--- src/rtl/ghz_err_window.sv ---
// ghz_err_window: checks the aligned A/B/C sifted stream against the GHZ rule and reports errors per 2**WIN_LOG2-sample window.
// Optional per-basis error counts (err_z/err_x) when GHZ_ERR_SPLIT_BASIS_EN is defined.
module ghz_err_window #(
  parameter int WIN_LOG2 = 10,
  parameter int CNT_W    = WIN_LOG2 + 1
) (
  input  logic             clk,
  input  logic             rst,
  input  logic             ce,
  input  logic             start,
  input  logic             cont,
  input  logic             in_vld,
  input  logic             a_bit,
  input  logic             b_bit,
  input  logic             c_bit,
  input  logic             basis_x,
  input  logic             exp_par,
  output logic             busy,
  output logic             res_vld,
  input  logic             res_rdy,
  output logic [CNT_W-1:0] err_cnt,
`ifdef GHZ_ERR_SPLIT_BASIS_EN
  output logic [CNT_W-1:0] err_z,
  output logic [CNT_W-1:0] err_x,
`endif
  output logic             ovf
);

  typedef enum logic {IDLE, RUN} state_t;

  state_t              state, state_nxt;
  logic [WIN_LOG2-1:0] smp_cnt;
  logic [CNT_W-1:0]    acc;
  logic [CNT_W-1:0]    err_inc;
  logic                accept, last, close, go, err;

  assign go      = ce && start && (state == IDLE);
  assign accept  = ce && in_vld && (state == RUN);
  assign last    = (smp_cnt == {WIN_LOG2{1'b1}});
  assign close   = accept && last;
  assign err_inc = CNT_W'(err);

  // X basis compares measured parity with the expected one; Z basis needs all three bits equal
  always_comb begin
    err = 1'b0;
    if (basis_x)
      err = ((a_bit ^ b_bit ^ c_bit) != exp_par);
    else
      err = !((a_bit == b_bit) && (b_bit == c_bit));
  end

  always_comb begin
    state_nxt = state;
    busy      = 1'b0;
    case (state)
      IDLE: if (go) state_nxt = RUN;
      RUN: begin
        busy = 1'b1;
        if (close && !cont) state_nxt = IDLE;
      end
      default: state_nxt = IDLE;
    endcase
  end

  always_ff @(posedge clk) begin
    if (rst) state <= IDLE;
    else     state <= state_nxt;
  end

  // Sample counting only moves on accepts; the result handshake runs regardless of ce
  always_ff @(posedge clk) begin
    if (rst) begin
      smp_cnt <= '0;
      acc     <= '0;
      err_cnt <= '0;
      res_vld <= 1'b0;
      ovf     <= 1'b0;
    end else begin
      if (go) begin
        smp_cnt <= '0;
        acc     <= '0;
        ovf     <= 1'b0;
      end else if (accept) begin
        smp_cnt <= smp_cnt + WIN_LOG2'(1);
        if (last) begin
          err_cnt <= acc + err_inc;
          acc     <= '0;
          if (res_vld && !res_rdy) ovf <= 1'b1;
        end else begin
          acc <= acc + err_inc;
        end
      end

      if (close)
        res_vld <= 1'b1;
      else if (res_vld && res_rdy)
        res_vld <= 1'b0;
    end
  end

`ifdef GHZ_ERR_SPLIT_BASIS_EN
  logic [CNT_W-1:0] acc_z, acc_x;
  logic [CNT_W-1:0] inc_z, inc_x;

  assign inc_z = basis_x ? '0 : err_inc;
  assign inc_x = basis_x ? err_inc : '0;

  always_ff @(posedge clk) begin
    if (rst) begin
      acc_z <= '0;
      acc_x <= '0;
      err_z <= '0;
      err_x <= '0;
    end else if (go) begin
      acc_z <= '0;
      acc_x <= '0;
    end else if (accept) begin
      if (last) begin
        err_z <= acc_z + inc_z;
        err_x <= acc_x + inc_x;
        acc_z <= '0;
        acc_x <= '0;
      end else begin
        acc_z <= acc_z + inc_z;
        acc_x <= acc_x + inc_x;
      end
    end
  end
`endif

endmodule
--- config.mk ---
export PLATFORM = sky130hd
export DESIGN_NAME = ghz_err_window
export DESIGN_NICKNAME = d
export VERILOG_FILES = /design/src/rtl/ghz_err_window.sv
export SDC_FILE = /design/constraint.sdc
export NUM_CORES = 1
export LEC_CHECK = 0
export ABC_CLOCK_PERIOD_IN_PS = 3100
export CAP_MARGIN = 20
export CORE_MARGIN = 3
export CORE_UTILIZATION = 56
export CTS_CLUSTER_DIAMETER = 60
export CTS_CLUSTER_SIZE = 28
export DETAILED_ROUTE_END_ITERATION = 16
export DONT_BUFFER_PORTS = 1
export PLACE_DENSITY = 0.78
export RECOVER_POWER = 25
export SETUP_SLACK_MARGIN = 0.1
export SYNTH_ARGS = -nofsm -noshare
export SYNTH_HDL_FRONTEND = slang
export SYNTH_SLANG_ARGS = --single-unit
--- constraint.sdc ---
create_clock -name clk -period 3.1 [get_ports clk]
set_input_delay 0.62 -clock clk [delete_from_list [all_inputs] [get_ports clk]]
set_output_delay 0.62 -clock clk [all_outputs]
set_load 0.1 [all_outputs]
### Word-level counts from Yosys, hierarchy flattened

Index checks and enable logic that the tools add are counted.

* flip-flop bits (word level): 35
* output and inout port bits: 14
* input bits: 12
* word-level logic and storage cells: 40

* bitwise operators: 4
* equal/unequal tests: 4
* multiplexer cells: 8
* reductions and logical operators: 16
* add/sub/neg operators: 2

Operators by type and width (number)
* $add 11x1->11: 1
* $mux 11: 1
* $add 10x1->10 const B: 1
* $eq 10x10->1 const B: 1
* $logic_and 1x1->1: 9
* $mux 1: 6
* $reduce_and 3->1: 2
* $logic_not 1->1: 3
* $eq 1x1->1: 2
* $not 1->1: 2
* $pmux 1 s2: 1
* $reduce_bool 2->1: 1
* $reduce_or 2->1: 1
* $xor 1x1->1: 2
* $ne 1x1->1: 1

### Depth between registers and ports, before layout

* depth in word-level cells: 6
* mapped depth: 10
* mapped depth without buffers: 10

### Worst setup path after synthesis

Ideal clock, no wire load.

* path kind: input to register
* start: in c_bit
* end: reg err_cnt[10]
* path buffers: 0
* setup slack: 0.753 ns
* required time: 3.020 ns
* library setup time: 0.080 ns
* stages on the path: 10
* data arrival time: 2.267 ns
* cells stage by stage: xor2_1 -> o211ai_1 -> a21oi_1 -> a211oi_1 -> ha_1 -> ha_1 -> and4_1 -> nand3_1 -> xor2_1 -> a211oi_2

* cells in the longest elaborated chain, start to end: 5
* elaborated cells between the ends (all ways): 7
* those cells by class: add/sub (1); eq/ne (2); mux (1); bitwise (1); reduce/logical (2)

Ends and longest elaborated chain
* start: declaration: RTL line 15 `input logic c_bit,`
* $eq 1x1->1: RTL line 49 `err = !((a_bit == b_bit) && (b_bit == c_bit));`
* $logic_and 1x1->1: RTL line 49
* $logic_not 1->1: RTL line 49
* $mux 1 (*): RTL line 46 `if (basis_x)`
* $add 11x1->11 (*): RTL line 86 `err_cnt <= acc + err_inc;`
* end signal: assignment: RTL line 86
* end: declaration: RTL line 21 `output logic [CNT_W-1:0] err_cnt,`

Every way passes the cells marked *; elsewhere a longest branch is shown, timed or not.
A chain may end at the register's enable or synchronous reset.

### Final worst setup path

Ends and elaborated chain as after synthesis.

==> flow_summary.ini <==
[clocking]
ctsLongestPathBuffers = 2
post_cts_resized = 0
insertion_delay_ns = 0.34
cts-buffers-inserted = 5
cts.hold.buffers_added = 0
cts_num_sinks = 35
tritoncts_clock_tree = done
clk_root_buffer_cell = sky130_fd_sc_hd__clkbuf_4
path_clk_slew_ns = 0.11
cts.htree.levels = 2
cts_setup_buffers = 0

[yosys]
yosysMostFrequentCell = sky130_fd_sc_hd__dfxtp_1
number_of_enable_type_register_cells_in_the_synthesized_netlist = 0
yosys.area_share.simple_pct = 24.39
synth-adder-area-share_pct = 2.853
cell_area_after_synthesis_um2 = 1754
synth-main-ff-cell = sky130_fd_sc_hd__dfxtp_1
synth_compound_gate_area_share_pct = 19.33
yosysUniqueCellTypes = 38
yosys.area.top_type_share_pct = 39.94
avg_inst_size_synth_um2 = 9.042
muxShareOfSynthArea_pct = 0
postSynthCellCount = 194
post_synth_top_cells = sky130_fd_sc_hd__dfxtp_1, sky130_fd_sc_hd__nor2_1, sky130_fd_sc_hd__nand2_1, sky130_fd_sc_hd__a21oi_1, sky130_fd_sc_hd__xnor2_1
yosys_warnings = 0
netlist.top_cell.by_area = sky130_fd_sc_hd__dfxtp_1
synth_seq_cells = 35
largest_family_of_logic_cells_by_synthesized_area = simple AND/OR/NAND/NOR gates
synth.net_count = 210
synthTopCellsByArea = sky130_fd_sc_hd__dfxtp_1, sky130_fd_sc_hd__xnor2_1, sky130_fd_sc_hd__nor2_1, sky130_fd_sc_hd__a211oi_2, sky130_fd_sc_hd__nand2_1
synth_seq_area_share_pct = 39.94
async_flop_share_pct = 0
yosys.area_share.xor_xnor_pct = 9.486

[floorplan]
floorplan.die.height_um = 61.97
placementRows = 19
num_io_pins = 26
chipWidth_um = 61.97
start_util_pct = 60.98
core_region_area_um2 = 2877
full_die_area_um2 = 3840

[timing]
post-route-worst-setup-slack_ns = 0.8798
timing.final.hold_violations = 0
totalNegativeSetupSlack_ns = 0
fin_crit_share_pct = 71.62
max_slew_violation_count = 0
grt_setup_unrepaired = false
fmaxAchievable_mhz = 450.4
max_slew_margin_pct = 32.89
fin_skew_ns = 0.01042
report.final.setup_viol = 0
max_slew.worst_pin.slew_ns = 1.005
time_the_worst_path_needs_with_i_o_delays_and_setup_ns = 2.220

[pwr]
power.static_leakage_nw = 0.5882
sw_frac_of_total_pct = 19.82
power_report.internal_total_mw = 0.7148
largest_vdd_supply_drop_mv = 0.3562
power.sequential.fraction_pct = 50.7
share_comb_of_total_power_pct = 4.3
power_per_cell_area_nw_per_um2 = 483.4
p_sw_mw = 0.1766
pwr-share-clk_pct = 45.1

[routing]
detail_route.iter0.violations = 43
route.detailed.wl_per_inst_um = 14.85
post-route-drc-count = 0
route.detailed.vias_per_inst = 5.791
postRouteAntennaNets = 0
drtPass1Iterations = 5
totalWireLength_mm = 3.549
via_count = 1384

[cells_and_area]
post_route_cells_drive_above_1_share_pct = 11.17
finalNonFillerCells = 239
n_antenna_cell = 0
final_cell_area_um2 = 1844
fillCellCount = 241
area_delta_synth_final_pct = 5.136
fin_nets = 212

[place]
post-dp-hpwl_mm = 2.616
place_inst = 231
numPortBuffers = 0
dp_worst_setup_slack_ns = 0.5166
placed_area_um2 = 1774
gpl.final_weighted_congestion = 0.9057

[global_routing]
grt_max_degree = 23
groute.usage.overall_pct = 21.96
antenna_violations_before_repair = 0
globalRouteOverflowTotal = 0
grt_pass1_wl_mm = 6.203
via_count_of_the_first_global_routing_pass = 1428

[setup_path]
worstPathMaxFanout = 7
worst_setup_path_start_kind = primary input
endpoint_kind = flop
critPathSlowestCell = sky130_fd_sc_hd__ha_1
crit_path_cell_trace = xor2_1 -> o211ai_1 -> a21oi_1 -> a211oi_1 -> ha_1 -> ha_1 -> and4_1 -> nand3_1 -> xor2_1 -> a211oi_2
cp_data_arrival_time_ns = 2.49
critPathRequiredTime_ns = 3.37
crit_path_max_incr_delay_ns = 0.27
critPathKind = in -> reg

[worst_hold_path]
min_path_type = in -> reg

[job]
drv.max_cap_violation_count = 0

[status]
outcome = completed
state kept, by name, indices dropped and copies added, names as in the netlist:
signal / cells
acc: 11
err_cnt: 11
ovf: 1
res_vld: 1
smp_cnt: 10
state: 1
metrics by stage:
| stage | util, % | hold slack (ns) | power, mW |
|---|---|---|---|
| after floorplan | - | 0.4501 | 0.4956 |
| after global placement | 61.68 | 0.4605 | 0.4993 |
| after detailed placement | 61.68 | 0.4807 | 0.5008 |
| after CTS | 65.20 | 0.3053 | 0.9018 |
| after global routing | 64.11 | 0.2887 | 0.9322 |
| final | 64.11 | 0.3220 | 0.8914 |
metal layers:
layer / GRT usage (%) / wire length (um) / up-vias / part of all wire, %
met1: 26.20 / 1517 / 641 / 43
met4: 8.485 / 62 / 0 / 1.7
li1: - / - / 704 / -
met2: 34.62 / 1714 / 34 / 48
met5: 0 / 0 / - / 0
met3: 9.711 / 254 / 5 / 7.2
area by class of cell:
type                       instances  area (um2)  share of cell area [%]
clock buffer                       6       41.29                   2.239
clock inverter                     2       60.06                   3.256
inverter                           4       15.01                  0.8141
multi-input combinational        147       952.2                   51.63
sequential                        35       700.7                   37.99
tap                               42       52.55                   2.849
timing repair buffer               3       22.52                   1.221
critical path, delay by kind of cell:
| family | cells | cell delay [ns] |
|---|---|---|
| xor+xnor | 2 | 0.32 |
| simple gates | 2 | 0.38 |
| compound gates | 4 | 0.72 |
| fa+ha+maj | 2 | 0.46 |
final timing paths:
check | startpoint | end | slack [ns] | depth (start not counted)
worst max register to register | state | acc[5] | 0.94 | 5
worst max-delay path | c_bit | err_cnt[10] | 0.88 | 10
worst min register to register | smp_cnt[1] | smp_cnt[1] | 0.49 | 2
worst min-delay path | rst | err_cnt[7] | 0.32 | 1
cell families after synthesis:
| family | after synthesis |
|---|---|
| simple gates | 82 |
| compound gates | 42 |
| flops | 35 |
| xor+xnor | 19 |
| buf+inv | 12 |
| fa+ha+maj | 4 |
power groups by stage:
| stage | logic [mW] | clock network, mW | registers (mW) |
|---|---|---|---|
| global placement | 0.0373 | 0 | 0.462 |
| global route | 0.0421 | 0.438 | 0.452 |
| floorplan | 0.0258 | 0 | 0.470 |
| finish | 0.0381 | 0.402 | 0.452 |
| CTS | 0.0387 | 0.411 | 0.452 |
| detailed placement | 0.0387 | 0 | 0.462 |
cells in the final DEF (no fill, tap or decap), types with 3 or more instances in the layout:
cell / synthesis / final
sky130_fd_sc_hd__a211oi_1: 4 / 4
sky130_fd_sc_hd__a211oi_2: 7 / 7
sky130_fd_sc_hd__a21oi_1: 13 / 13
sky130_fd_sc_hd__a31oi_1: 4 / 4
sky130_fd_sc_hd__and3_1: 2 / 3
sky130_fd_sc_hd__and4_1: 3 / 3
sky130_fd_sc_hd__buf_4: 0 / 3
sky130_fd_sc_hd__clkbuf_4: 0 / 5
sky130_fd_sc_hd__dfxtp_1: 35 / 35
sky130_fd_sc_hd__ha_1: 4 / 4
sky130_fd_sc_hd__inv_1: 4 / 4
sky130_fd_sc_hd__nand2_1: 19 / 19
sky130_fd_sc_hd__nand3_1: 10 / 10
sky130_fd_sc_hd__nand4_1: 3 / 4
sky130_fd_sc_hd__nor2_1: 28 / 28
sky130_fd_sc_hd__nor3_1: 4 / 4
sky130_fd_sc_hd__nor4_1: 3 / 4
sky130_fd_sc_hd__o2bb2ai_1: 4 / 4
sky130_fd_sc_hd__xnor2_1: 13 / 13
sky130_fd_sc_hd__xor2_1: 6 / 6
Power figures use the tool's default switching activity.
